<file path="config.mk">
export PLATFORM = sky130hd
export DESIGN_NAME = alu_arbiter
export DESIGN_NICKNAME = d
export VERILOG_FILES = /design/src/rtl/alu_arbiter_pkg.sv /design/src/rtl/alu_rr_pick.sv /design/src/rtl/alu_arbiter.sv
export SDC_FILE = /design/constraint.sdc
export NUM_CORES = 1
export LEC_CHECK = 0
export ABC_AREA = 1
export BUFFER_PORTS_ARGS = -buffer_cell sky130_fd_sc_hd__buf_4
export CELL_PAD_IN_SITES_DETAIL_PLACEMENT = 1
export CELL_PAD_IN_SITES_GLOBAL_PLACEMENT = 2
export CORE_MARGIN = 5
export CORE_UTILIZATION = 17
export CTS_CLUSTER_SIZE = 30
export DETAILED_ROUTE_END_ITERATION = 8
export PLACE_DENSITY = 0.81
export SLEW_MARGIN = 0
export SYNTH_ARGS = -nofsm -noshare
export SYNTH_HDL_FRONTEND = slang
export SYNTH_SLANG_ARGS = --single-unit
</file>
<file path="constraint.sdc">
create_clock -name clk_exe -period 1.5 [get_ports clk_exe]
set_input_delay 0.3 -clock clk_exe [delete_from_list [all_inputs] [get_ports clk_exe]]
set_output_delay 0.3 -clock clk_exe [all_outputs]
set_load 0.05 [all_outputs]
</file>
<file path="src/rtl/alu_arbiter_pkg.sv">
// Shared definitions for the ALU arbiter: opcode field widths, opcode
// encodings for {log,hc,sc}, and the in-flight record layout.
package alu_arbiter_pkg;

   localparam int unsigned LOG_W = 1;
   localparam int unsigned HC_W  = 2;
   localparam int unsigned SC_W  = 3;
   localparam int unsigned OP_W  = LOG_W + HC_W + SC_W;

   // {log, hc, sc} encodings
   localparam logic [OP_W-1:0] OP_ADD  = 6'b000_000;
   localparam logic [OP_W-1:0] OP_SUB  = 6'b000_001;
   localparam logic [OP_W-1:0] OP_ADDC = 6'b000_010;
   localparam logic [OP_W-1:0] OP_SUBB = 6'b000_011;
   localparam logic [OP_W-1:0] OP_COMP = 6'b000_101;

   // Op tracked through the ALU result cycle
   typedef struct packed {
      logic valid;
      logic id;
      logic sat;
      logic ci;
   } inflight_t;

endpackage

</file>
<file path="src/rtl/alu_rr_pick.sv">
// Two-input grant logic for the ALU arbiter.
// Ports: clk_exe/reset (async, active-low), stall, req0/req1 requests,
// grant0_c/grant1_c combinational one-hot grants. last_grant records the
// most recent winner and steers round-robin ties.
module alu_rr_pick
   import alu_arbiter_pkg::*;
#(
   parameter int unsigned ROUND_ROBIN = 1
) (
   input  logic clk_exe,
   input  logic reset,
   input  logic stall,
   input  logic req0,
   input  logic req1,
   output logic grant0_c,
   output logic grant1_c
);

   logic last_grant;
   logic allow;

   // No grants during reset so every output reads zero while it is asserted
   assign allow = reset & ~stall;

   // Grant selection
   always_comb begin
      grant0_c = 1'b0;
      grant1_c = 1'b0;
      if (allow) begin
         if (req0 && req1) begin
            if ((ROUND_ROBIN != 0) && (last_grant == 1'b0)) grant1_c = 1'b1;
            else                                           grant0_c = 1'b1;
         end else begin
            grant0_c = req0;
            grant1_c = req1;
         end
      end
   end

   // Winner of the latest transfer; resets to 1 so r0 takes the first tie
   always_ff @(posedge clk_exe or negedge reset) begin
      if (!reset)                    last_grant <= 1'b1;
      else if (grant0_c || grant1_c) last_grant <= grant1_c;
   end

endmodule

</file>
<file path="src/rtl/alu_arbiter.sv">
// Two-requester front end for the shared ALU.
// Ports: clk_exe, reset (async, active-low), stall; requester N request
// (rN_valid/rN_ready, opcode fields, operands); ALU issue bus (ps_alu_*,
// xb_dtx/xb_dty); ALU result-cycle controls (ps_alu_sat/ps_alu_ci); ALU
// result and flags in; registered response (rsp_*); per-requester sticky
// overflow with clear.
module alu_arbiter
   import alu_arbiter_pkg::*;
#(
   parameter int unsigned DATA_WIDTH  = 16,
   parameter int unsigned ROUND_ROBIN = 1
) (
   input  logic                  clk_exe,
   input  logic                  reset,
   input  logic                  stall,
   input  logic                  r0_valid,
   output logic                  r0_ready,
   input  logic                  r0_log,
   input  logic [HC_W-1:0]       r0_hc,
   input  logic [SC_W-1:0]       r0_sc,
   input  logic                  r0_sat,
   input  logic                  r0_ci,
   input  logic [DATA_WIDTH-1:0] r0_x,
   input  logic [DATA_WIDTH-1:0] r0_y,
   input  logic                  r1_valid,
   output logic                  r1_ready,
   input  logic                  r1_log,
   input  logic [HC_W-1:0]       r1_hc,
   input  logic [SC_W-1:0]       r1_sc,
   input  logic                  r1_sat,
   input  logic                  r1_ci,
   input  logic [DATA_WIDTH-1:0] r1_x,
   input  logic [DATA_WIDTH-1:0] r1_y,
   output logic                  ps_alu_en,
   output logic                  ps_alu_log,
   output logic [HC_W-1:0]       ps_alu_hc,
   output logic [SC_W-1:0]       ps_alu_sc,
   output logic [DATA_WIDTH-1:0] xb_dtx,
   output logic [DATA_WIDTH-1:0] xb_dty,
   output logic                  ps_alu_sat,
   output logic                  ps_alu_ci,
   input  logic [DATA_WIDTH-1:0] alu_xb_dt,
   input  logic                  alu_ps_az,
   input  logic                  alu_ps_an,
   input  logic                  alu_ps_ac,
   input  logic                  alu_ps_av,
   input  logic                  alu_ps_compd,
   output logic                  rsp_valid,
   output logic                  rsp_id,
   output logic [DATA_WIDTH-1:0] rsp_dt,
   output logic                  rsp_az,
   output logic                  rsp_an,
   output logic                  rsp_ac,
   output logic                  rsp_av,
   output logic                  rsp_compd,
   output logic [1:0]            sticky_av,
   input  logic [1:0]            sticky_clr
);

   logic      grant0_c;
   logic      grant1_c;
   logic      xfer_c;
   logic      issue_sat_c;
   logic      issue_ci_c;
   logic      sat_hold;
   logic [1:0] av_set_c;
   inflight_t inflight_q;

   alu_rr_pick #(.ROUND_ROBIN(ROUND_ROBIN)) u_pick (
      .clk_exe  (clk_exe),
      .reset    (reset),
      .stall    (stall),
      .req0     (r0_valid),
      .req1     (r1_valid),
      .grant0_c (grant0_c),
      .grant1_c (grant1_c)
   );

   assign r0_ready  = grant0_c;
   assign r1_ready  = grant1_c;
   assign xfer_c    = grant0_c | grant1_c;
   assign ps_alu_en = xfer_c;

   // Issue mux; all zeros when nothing transfers
   always_comb begin
      ps_alu_log  = 1'b0;
      ps_alu_hc   = '0;
      ps_alu_sc   = '0;
      xb_dtx      = '0;
      xb_dty      = '0;
      issue_sat_c = 1'b0;
      issue_ci_c  = 1'b0;
      if (grant0_c) begin
         ps_alu_log  = r0_log;
         ps_alu_hc   = r0_hc;
         ps_alu_sc   = r0_sc;
         xb_dtx      = r0_x;
         xb_dty      = r0_y;
         issue_sat_c = r0_sat;
         issue_ci_c  = r0_ci;
      end else if (grant1_c) begin
         ps_alu_log  = r1_log;
         ps_alu_hc   = r1_hc;
         ps_alu_sc   = r1_sc;
         xb_dtx      = r1_x;
         xb_dty      = r1_y;
         issue_sat_c = r1_sat;
         issue_ci_c  = r1_ci;
      end
   end

   // In-flight register: one entry per transfer, cleared on idle cycles
   always_ff @(posedge clk_exe or negedge reset) begin
      if (!reset)      inflight_q <= '0;
      else if (xfer_c) inflight_q <= {1'b1, grant1_c, issue_sat_c, issue_ci_c};
      else             inflight_q <= '0;
   end

   // Result-cycle controls come from the in-flight op; sat holds when idle
   always_ff @(posedge clk_exe or negedge reset) begin
      if (!reset)                sat_hold <= 1'b0;
      else if (inflight_q.valid) sat_hold <= inflight_q.sat;
   end

   assign ps_alu_sat = inflight_q.valid ? inflight_q.sat : sat_hold;
   assign ps_alu_ci  = inflight_q.valid & inflight_q.ci;

   // Response register: strobe each in-flight op, hold data until the next
   always_ff @(posedge clk_exe or negedge reset) begin
      if (!reset) begin
         rsp_valid <= 1'b0;
         rsp_id    <= 1'b0;
         rsp_dt    <= '0;
         rsp_az    <= 1'b0;
         rsp_an    <= 1'b0;
         rsp_ac    <= 1'b0;
         rsp_av    <= 1'b0;
         rsp_compd <= 1'b0;
      end else begin
         rsp_valid <= inflight_q.valid;
         if (inflight_q.valid) begin
            rsp_id    <= inflight_q.id;
            rsp_dt    <= alu_xb_dt;
            rsp_az    <= alu_ps_az;
            rsp_an    <= alu_ps_an;
            rsp_ac    <= alu_ps_ac;
            rsp_av    <= alu_ps_av;
            rsp_compd <= alu_ps_compd;
         end
      end
   end

   // Sticky overflow; a coincident set overrides the clear
   always_comb begin
      av_set_c = 2'b00;
      if (inflight_q.valid && alu_ps_av) av_set_c = inflight_q.id ? 2'b10 : 2'b01;
   end

   always_ff @(posedge clk_exe or negedge reset) begin
      if (!reset) sticky_av <= 2'b00;
      else        sticky_av <= (sticky_av & ~sticky_clr) | av_set_c;
   end

endmodule

</file>
==> key figures <==
Run status
  • Run status: finished, violations left
  • Failing checks: negative setup slack

CTS
  • Clock transition at the registers of the reported paths: 70 ps
  • Clock tree root buffer cell: clkbuf_8
  • CTS hold repair buffers: 0
  • Later-pin clock latency in the skew report: 280 ps
  • Deepest level of the CTS H-tree: 2
  • Total clock buffers created by CTS: 5
  • TritonCTS clock tree: done
  • TritonCTS Sinks: 31
  • Maximum clock insertion buffer count: 2

Placed design
  • Final HPWL DP: 6757 um
  • Setup slack after placement: -114.1 ps
  • Number of buffers added on ports: 175
  • Cell Area, Placed: 3508 sq um
  • Gp weighted congestion: 0.7596

STA
  • Shortest clock period the worst path allows after layout: 1845 ps
  • Setup repair after global routing missed its margin: yes
  • Least-Margin Pin Slew: 412.3 ps
  • Final period util: 1.230
  • Total of endpoints with negative setup slack in the final report: 41
  • Worst-case clock skew: 3.830 ps
  • Worst relative slew slack: 0.7251
  • Worst Slack Setup Final: -345.1 ps
  • Final-report max-slew violation count: 0
  • Number of hold-slack violations in the final timing report: 0
  • Maximum achievable frequency: 0.5420 GHz

Routing
  • Number of detailed-route iterations in the first pass: 4
  • Vias per inst: 4.189
  • DRT iter0 DRCs: 83
  • Via total after detailed routing: 2480
  • Total routed wirelength: 8786 um
  • Drc violations: 0
  • Final antenna-violating net count: 0
  • Drt wl/cell: 14.84 um

Worst setup path
  • Family of cells with the greatest summed delay on the critical path: flip-flops
  • Critical path startpoint category: register
  • Most frequent cell on the critical path: nand2_4
  • Source of the worst register-to-register timing path: u_pick.last_grant
  • Critical Path Slowest Stage Cell: dfstp_2
  • Maximum fanout count along the critical path: 10
  • Reg2reg end: inflight_q[0]
  • Category of the critical setup timing path: register to primary output
  • Critical path cell sequence: nand2_4, nand2_4, clkbuf_16, nand3_1, nand2_2, buf_8
  • Cell count of the worst reg-to-reg path: 7
  • Crit. End Element: primary output
  • Critical path buffers and inverters: 2
  • Reg2Reg Setup Slack: 190 ps
  • Data arrival at the endpoint of the critical path: 1550 ps
  • Data required time of the worst path: 1200 ps
  • Startpoint of the most critical setup path: u_pick.last_grant
  • Critical path depth: 6
  • Peak per-stage delay on the critical path: 560 ps
  • Capture point of the critical path: xb_dtx[7]

Yosys
  • Synth Instances: 260
  • Cell variety after synth: 19
  • Post-Syn Area per Cell: 7.103 sq um
  • Leading cell type by number of instances after synthesis: nand2_1
  • FFs w/ async S/R, synth: 1.000
  • Combinational family with the most area after synthesis: simple AND/OR/NAND/NOR gates
  • Cell area after synthesis: 1847 sq um
  • Seq cells post-synth: 31
  • Simple-gate share of the synthesized area: 0.3692
  • Commonest register cell after synthesis: dfrtp_1
  • Share of cell area taken by muxes after synthesis: 0
  • Total number of yosys warnings: 0
  • Area fraction of the dominant cell type after synthesis: 0.4065
  • Top cells by count, synth: 98 x nand2_1, 41 x nand3_1, 30 x dfrtp_1
  • Seq/Total Area, Yosys: 0.4207
  • Main area contributors after synthesis: dfrtp_1 41%, nand2_1 20%, nand3_1 11%
  • Synthesized-area fraction occupied by ao, oa, aoi and oai cells: 0.07724
  • Cell type with the highest aggregate area in the netlist: dfrtp_1
  • Xor and xnor fraction of the mapped netlist area: 0
  • Number of flops mapped to enable cells by yosys: 0
  • Synth Area in Adders: 0
  • Post-Synthesis Net Count: 368

Pwr
  • Proportion of power drawn by flip-flops and latches: 0.290
  • Internal power summed over all cells: 0.002145 W
  • Leak Pwr: 2.119 nW
  • Maximum VDD drop: 395.9 uV
  • Part of the total power dissipated in combinational logic: 0.469
  • Clock network power share: 0.242
  • Cell area power density: 859.9 nW/um^2
  • Switching part of the total power: 0.3879
  • Psw: 0.001359 W

Hold path
  • Hold Crit Class: input pin to async pin

Cells and area
  • Area growth from synthesis to final layout: 120.7%
  • Final antenna diode count: 0
  • Filler cell count in the final layout: 1320
  • NumNets Final: 559
  • Final design instance area without fill: 4075 sq um
  • Fin util: 0.3793
  • Fraction of final layout cells with drive strength greater than 1: 0.5973

Floorplan
  • Core box area: 10750 sq um
  • Number of placed I/O pins: 176
  • Vertical die dimension: 114.2 um
  • Number of rows in the core area: 38
  • Starting utilization of the core area: 0.1719
  • Die Area: 13050 sq um
  • Die X-Extent: 114.2 um

GRT
  • Global route total overflow: 0
  • Combined global-route utilization of all metal layers: 0.1305
  • Pin count of the biggest net entering global routing: 47
  • Number of global-route vias before repair: 2792
  • Number of antenna violations at the first check in global routing: 0
  • Global-route wire length before repair: 13850 um

Flow run
  • Reported max-cap violation count: 0
==> layout by cell type (no fill, tap or decap) <==
cell type | netlist | layout
a31oi_4 | 0 | 1
clkinv_2 | 0 | 1
nand3_1 | 41 | 41
a21oi_4 | 0 | 1
o21ai_0 | 25 | 24
inv_2 | 2 | 2
inv_1 | 29 | 29
bufinv_16 | 0 | 1
nand2_2 | 10 | 51
buf_4 | 2 | 150
o21ai_2 | 0 | 1
clkbuf_8 | 0 | 6
buf_6 | 5 | 4
clkbuf_16 | 0 | 1
nor2_1 | 1 | 1
nand2_4 | 2 | 3
dfstp_2 | 1 | 1
nand2_1 | 98 | 56
buf_8 | 1 | 40
buf_16 | 0 | 1
dfrtp_1 | 30 | 30
buf_12 | 0 | 5
nor2_8 | 1 | 1
o22ai_1 | 1 | 1
==> power by group through the flow <==
stage          sequential (W)  combinational [W]  clock, W
3_3_place_gp          0.00103            0.00147         0
4_1_cts               0.00102            0.00163  0.000895
5_1_grt               0.00103            0.00174  0.000923
6_report              0.00102            0.00164  0.000847
2_1_floorplan         0.00138           0.000518         0
3_5_place_dp          0.00103            0.00150         0
==> cells by family after synthesis <==
group | Yosys count
AO/OA/AOI/OAI | 28
AND/OR/NAND/NOR | 153
buffers and inverters | 48
flip-flops | 31
==> layer usage <==
| metal | track usage | wire length [um] | up-vias | part of all wire |
|---|---|---|---|---|
| met2 | 0.2436 | 4575 | 115 | 0.52 |
| met3 | 0.04598 | 850 | 4 | 0.097 |
| met1 | 0.1423 | 3306 | 1171 | 0.38 |
| met4 | 0.02534 | 54 | 0 | 0.0061 |
| li1 | - | - | 1190 | - |
| met5 | 0 | 0 | - | 0 |
==> layout make-up <==
type | instances | area, sq um | area share
repair buffers | 201 | 1924 | 0.4722
multi-input cells | 181 | 964.7 | 0.2367
flip-flops and latches | 31 | 777.0 | 0.1907
well taps | 140 | 175.2 | 0.04298
inverters | 31 | 116.4 | 0.02855
clock buffers | 6 | 82.58 | 0.02026
clock inverters | 2 | 35.03 | 0.008597
==> registers in the layout, indices dropped and copies added (netlist names) <==
register / flops
rsp_compd: 1
rsp_av: 1
rsp_valid: 1
sticky_av: 2
rsp_an: 1
rsp_id: 1
rsp_dt: 16
rsp_az: 1
sat_hold: 1
rsp_ac: 1
u_pick.last_grant: 1
inflight_q: 4
==> worst min-delay path by stage <==
stage,from,to,depth (start not counted)
3_5_place_dp,reset,sticky_av[1],2
3_3_place_gp,reset,inflight_q[2],2
5_1_grt,reset,rsp_dt[15],2
6_report,reset,sticky_av[1],2
2_1_floorplan,reset,inflight_q[0],0
4_1_cts,reset,sticky_av[1],2
==> stage by stage <==
stage | setup TNS, ps | power [W] | instances | hold slack, ps
2_1_floorplan | 0 | 0.001893 | 260 | 4.409
3_3_place_gp | -1944 | 0.002497 | 577 | 372.4
3_5_place_dp | -3336 | 0.002528 | 577 | 371.7
4_1_cts | -13550 | 0.003542 | 588 | 61.58
5_1_grt | -16260 | 0.003691 | 592 | 91.21
6_report | -12810 | 0.003504 | 592 | 54.48
==> timing repair <==
| action | 4_1_cts | 5_1_grt |
|---|---|---|
| cloned | 1 | 2 |
| endpoints found under the setup margin | 41 | 41 |
| buffers inserted | 2 | 3 |
| endpoints found under the hold margin | 0 | 0 |
| resized for setup | 91 | 5 |
| pin swaps | 1 | 1 |
Note: power is estimated with default switching activity, not from simulation.
